--- src/rtl/axi_llc_march_bist_gen.sv ---
// axi_llc_march_bist_gen: March X / March C- address and data sequencer for LLC tag SRAM BIST
module axi_llc_march_bist_gen #(
  parameter int unsigned NumWays        = 8,
  parameter int unsigned IndexWidth     = 8,
  parameter int unsigned PatternWidth   = 24,
  parameter int unsigned MaxOutstanding = 4
) (
  input  logic                    clk_i,
  input  logic                    rst_i,
  input  logic                    start_valid_i,
  output logic                    start_ready_o,
  input  logic                    march_c_i,
  output logic                    req_o,
  output logic                    we_o,
  output logic [IndexWidth-1:0]   index_o,
  output logic [PatternWidth-1:0] pattern_o,
  input  logic                    sram_gnt_i,
  output logic                    expect_o,
  input  logic                    cmp_valid_i,
  input  logic [NumWays-1:0]      cmp_res_i,
  output logic                    busy_o,
  output logic                    done_o,
  output logic                    eoc_o,
  output logic [NumWays-1:0]      fail_ways_o,
  output logic [2:0]              fail_elem_o,
  output logic [15:0]             fail_cnt_o
);
  localparam int unsigned OW = $clog2(MaxOutstanding + 1);
  typedef enum logic [1:0] {IDLE, RUN, DRAIN, DONE} state_e;
  state_e state_q, state_d;
  logic march_c_q, march_c_d, op_q, op_d, eoc_q, eoc_d;
  logic [2:0] elem_q, elem_d, fail_elem_q, fail_elem_d, next_elem;
  logic [IndexWidth-1:0] index_q, index_d, end_index;
  logic [OW-1:0] outs_q, outs_d;
  logic [NumWays-1:0] fail_ways_q, fail_ways_d;
  logic [15:0] fail_cnt_q, fail_cnt_d;
  logic first_elem, last_elem, down, next_down, we, pol, run, req, grant, rd_gnt, cmp, cmp_fail;

  function automatic logic is_down(input logic mc, input logic [2:0] e);
    return mc ? (e == 3'd3 || e == 3'd4) : e == 3'd2;
  endfunction

  // Every two-op element is (r p, w ~p) with p = 0 on odd elements and 1 on even ones;
  // element 0 is the lone w0 and the last element is the lone r0.
  assign first_elem = elem_q == 3'd0;
  assign last_elem  = elem_q == (march_c_q ? 3'd5 : 3'd3);
  assign next_elem  = elem_q + 3'd1;
  assign down       = is_down(march_c_q, elem_q);
  assign next_down  = is_down(march_c_q, next_elem);
  assign end_index  = down ? '0 : '1;
  assign we         = op_q | first_elem;
  assign pol        = op_q ? elem_q[0] : !first_elem && !elem_q[0];
  assign run        = state_q == RUN;
  assign req        = run && (we || outs_q != OW'(MaxOutstanding));
  assign grant      = req && sram_gnt_i;
  assign rd_gnt     = grant && !we;
  assign cmp        = cmp_valid_i && outs_q != '0;
  assign cmp_fail   = cmp && !(&cmp_res_i);

  always_comb begin
    state_d     = state_q;
    march_c_d   = march_c_q;
    elem_d      = elem_q;
    op_d        = op_q;
    index_d     = index_q;
    eoc_d       = eoc_q;
    outs_d      = outs_q + OW'(rd_gnt) - OW'(cmp);
    fail_ways_d = cmp_fail ? fail_ways_q | ~cmp_res_i : fail_ways_q;
    fail_cnt_d  = cmp_fail && !(&fail_cnt_q) ? fail_cnt_q + 16'd1 : fail_cnt_q;
    fail_elem_d = cmp_fail && fail_cnt_q == '0 ? elem_q : fail_elem_q;
    unique case (state_q)
      IDLE: if (start_valid_i) begin
        state_d     = RUN;
        march_c_d   = march_c_i;
        elem_d      = '0;
        op_d        = 1'b0;
        index_d     = '0;
        eoc_d       = 1'b0;
        fail_ways_d = '0;
        fail_elem_d = '0;
        fail_cnt_d  = '0;
      end
      RUN: if (grant) begin
        if (!op_q && !first_elem && !last_elem) op_d = 1'b1;
        else begin
          op_d = 1'b0;
          if (index_q == end_index) state_d = DRAIN;
          else index_d = down ? index_q - IndexWidth'(1) : index_q + IndexWidth'(1);
        end
      end
      DRAIN: if (outs_q == '0) begin
        if (last_elem) begin
          state_d = DONE;
          eoc_d   = 1'b1;
        end else begin
          state_d = RUN;
          elem_d  = next_elem;
          index_d = next_down ? '1 : '0;
        end
      end
      default: state_d = IDLE;
    endcase
  end

  always_ff @(posedge clk_i) begin
    if (rst_i) begin
      state_q     <= IDLE;
      march_c_q   <= 1'b0;
      elem_q      <= '0;
      op_q        <= 1'b0;
      index_q     <= '0;
      eoc_q       <= 1'b0;
      outs_q      <= '0;
      fail_ways_q <= '0;
      fail_elem_q <= '0;
      fail_cnt_q  <= '0;
    end else begin
      state_q     <= state_d;
      march_c_q   <= march_c_d;
      elem_q      <= elem_d;
      op_q        <= op_d;
      index_q     <= index_d;
      eoc_q       <= eoc_d;
      outs_q      <= outs_d;
      fail_ways_q <= fail_ways_d;
      fail_elem_q <= fail_elem_d;
      fail_cnt_q  <= fail_cnt_d;
    end
  end

  assign start_ready_o = state_q == IDLE;
  assign req_o         = req;
  assign we_o          = run && we;
  assign index_o       = index_q;
  assign expect_o      = run && pol;
  assign pattern_o     = {PatternWidth{run && pol}};
  assign busy_o        = run || state_q == DRAIN;
  assign done_o        = state_q == DONE;
  assign eoc_o         = eoc_q;
  assign fail_ways_o   = fail_ways_q;
  assign fail_elem_o   = fail_elem_q;
  assign fail_cnt_o    = fail_cnt_q;
endmodule

--- config.mk ---
export PLATFORM = sky130hd
export DESIGN_NAME = axi_llc_march_bist_gen
export DESIGN_NICKNAME = d
export VERILOG_FILES = /design/src/rtl/axi_llc_march_bist_gen.sv
export SDC_FILE = /design/constraint.sdc
export NUM_CORES = 1
export LEC_CHECK = 0
export ABC_CLOCK_PERIOD_IN_PS = 3800
export CAP_MARGIN = 20
export CORE_MARGIN = 2
export CORE_UTILIZATION = 50
export CTS_CLUSTER_DIAMETER = 150
export CTS_CLUSTER_SIZE = 16
export DETAILED_ROUTE_END_ITERATION = 7
export PLACE_DENSITY = 0.81
export SYNTH_ARGS = -nofsm -noshare
export SYNTH_HDL_FRONTEND = slang
export SYNTH_SLANG_ARGS = --single-unit
export TNS_END_PERCENT = 30
--- constraint.sdc ---
create_clock -name clk_i -period 3.8 [get_ports clk_i]
set_input_delay 0.57 -clock clk_i [delete_from_list [all_inputs] [get_ports clk_i]]
set_output_delay 0.57 -clock clk_i [all_outputs]
set_load 0.05 [all_outputs]
==> summary.md <==
| Metric | Value |
|---|---|
| Synth async-reset ratio | 0 |
| Status | finished clean |
| Pin count of the biggest net entering global routing | 26 |
| PortBufs | slightly below 80 |
| Antenna viol nets, final | 0 |
| Site Rows | 29 |
| Post-CTS Setup Bufs | 0 |
| CP Class | flip-flop to output pin |
| Final Max Tran Viols | 0 |
| Wirelength per Cell | 14.94 um |
| First-pass GRT wire length | roughly 13000 um |
| VDD IR max | roughly 420 uV |
| # hold bufs at CTS | 0 |
| Total power | between 1.5 and 2 mW |
| Number of CTS-inserted buffers | 5 |
| Clock tree buffer depth | 2 |
| Min-delay worst type | flip-flop to flip-flop |
| Arrival time at the worst endpoint | 2640 ps |
| Footprint of the multi-input gates | slightly below 2000 sq um |
| # H-tree levels | 2 |
| Worst slew margin | 0.3430 |
| Most common cell after layout, fill and taps aside | nor2_1 |
| Antenna cell count | 0 |
| Max frequency | slightly above 300 MHz |
| CTS tree | built |
| Seq cells post-synth | 46 |
| Overall routed net length | roughly 7700 um |
| Initial DRC count | between 100 and 150 |
| DR vias/cell | 5.719 |
| Area Growth Syn to Fin | 21.32% |
| # clock sinks | 46 |
| Core Util, Final | 0.6173 |
| Placer congestion estimate | ~0.87 |
| Routed vias | ~3k |
| Die Wd | 83.70 um |
| Nets | between 400 and 500 |
| Die height | approximately 84 um |
| Die area | roughly 7000 sq um |
| Max Cap Viol | 0 |
| Total track usage | 0.2196 |
| Clk slew on worst S/H paths | 80 ps |
| Hold path depth | 2 |
| Crit-path max FO | 14 |
| Worst-Skew Late Latency | just over 300 ps |
| # fillers | between 500 and 600 |
| Register area | a little over 900 sq um |
| Clk root buf | clkbuf_8 |
| TNS Setup | 0 ps |
| IO Count | 80 |
| Syn_nets | 421 |
| Vias in the first global route | 2755 |
| RSZ-0062 raised after global routing | no |
| CP Launch Type | flip-flop |
| Layout cells sized above 1 | 0.1126 |
| Worst Path Required | between 3000 and 4000 ps |
| Drt pass-1 iters | 4 |
| Pleak | approximately 1.6 nW |
| Path depth of the worst reg2reg path | 9 |
| Setup Skew | around 9.5 ps |
| Worst slew pin tran | about 980 ps |
| Number of flops mapped to enable cells by yosys | 0 |
| Synthesized area | 3176 sq um |
| Cells after Synth | 383 |
| Count of final hold-check violations | 0 |
| Initial Util | 0.5088 |
| Tmin final | approximately 3200 ps |
| Core area | approximately 6200 sq um |
| Crit. End Element | output pin |
| Fin crit share | 0.8459 |
| PD cells | between 400 and 500 nW/um^2 |
| Initial antenna violation count | 0 |
| HPWL after DPL | 5572 um |
| Synth Area per Inst | 8.291 sq um |
| Post-CTS sizing | 0 |
| Dominant synthesized flop cell | dfxtp_1 |
| Unique cell type count in the Yosys netlist | 64 |
| Synth warn | 0 |
| GRT overflow | 0 |
| Detailed-route DRC error count | 0 |
| Final setup vio count | 0 |
| Most frequent cells in the layout | 58 x nor2_1, 54 x clkdlybuf4s50_1, 46 x dfxtp_1 |
| Sequential area share after synthesis | 0.2900 |
[synthesized netlist by cell type, types with 5 or more instances]
cell type | count | share of area
mux2i_1 | 17 | 0.054
o31ai_1 | 5 | 0.012
nor3_1 | 17 | 0.027
nand4_1 | 9 | 0.018
clkbuf_1 | 8 | 0.0095
nand2_1 | 16 | 0.019
and3_1 | 5 | 0.0099
nand3_1 | 10 | 0.016
o21ai_0 | 11 | 0.017
inv_1 | 13 | 0.015
nor2_1 | 58 | 0.069
xnor2_1 | 13 | 0.036
buf_4 | 25 | 0.059
dfxtp_1 | 46 | 0.29
nor4_1 | 5 | 0.0099
a21oi_1 | 18 | 0.028
ha_1 | 22 | 0.087
nand2b_1 | 15 | 0.030
[logic make-up (layout without fill, tap and decap cells)]
logic type,Yosys count,after routing,synth area share
AO/OA/AOI/OAI,70,70,0.1533
XOR/XNOR,14,14,0.03861
adder cells (fa/ha/maj),24,24,0.09929
buffers and inverters,52,104,0.09653
flip-flops,46,46,0.2900
multiplexers,18,18,0.05831
AND/OR/NAND/NOR,159,159,0.2640
[routing by layer]
| layer | share of wire | track usage | vias up |
|---|---|---|---|
| li1 | - | - | 1440 |
| met1 | 0.44 | 0.2776 | 1380 |
| met2 | 0.48 | 0.3680 | 100 |
| met3 | 0.070 | 0.05638 | 8 |
| met4 | 0.013 | 0.06598 | 0 |
| met5 | 0 | 0 | - |
[metrics by stage]
| step | area (sq um) | hold WS (ps) | setup WS [ps] | instances |
|---|---|---|---|---|
| 6_report | 3852 | 477.8 | 585.5 | 512 |
| 5_1_grt | 3852 | 519.0 | 233.0 | 512 |
| 4_1_cts | 3852 | 476.9 | 616.3 | 512 |
| 3_5_place_dp | 3772 | 460.4 | 662.4 | 505 |
| 3_3_place_gp | 3772 | 450.9 | 860.4 | 505 |
| 2_1_floorplan | 3176 | 510.2 | 356.0 | 383 |
[flip-flops by register name, indices dropped and copies added, names as in the netlist]
| register | flops |
|---|---|
| fail_cnt_o | 16 |
| fail_ways_o | 8 |
| index_o | 8 |
| elem_q | 3 |
| fail_elem_o | 3 |
| outs_q | 3 |
| state_q | 2 |
| eoc_o | 1 |
| march_c_q | 1 |
| op_q | 1 |
[where the power goes]
group          total, mW  leakage (nW)  switching [mW]  internal (mW)
clock              0.300        0.0373           0.174          0.127
combinational      0.894          1.14           0.580          0.314
sequential         0.593         0.372          0.0658          0.527
total               1.79          1.55           0.820          0.967
[worst paths after layout]
check / slack (ps) / from / endpoint
min: 480 / fail_ways_o[4] / fail_ways_o[4]
min reg2reg: 480 / fail_ways_o[4] / fail_ways_o[4]
max: 590 / state_q[1] / req_o
max reg2reg: 590 / elem_q[0] / state_q[0]
[final cells by class]
| cell class | instances | share of cell area |
|---|---|---|
| clock inverters | 1 | 0.001949 |
| well taps | 77 | 0.02501 |
| repair buffers | 82 | 0.1949 |
| clock buffers | 6 | 0.01884 |
| flip-flops and latches | 46 | 0.2390 |
| multi-input cells | 285 | 0.5057 |
| inverters | 15 | 0.01462 |
[worst max-delay path, cell delays in order (launching register included)]
cell	delay (ps)
dfxtp_1	350
inv_1	110
ha_1	480
inv_1	340
nor2_1	210
clkdlybuf4s50_1	850
Note: power is estimated with default switching activity, not from simulation.
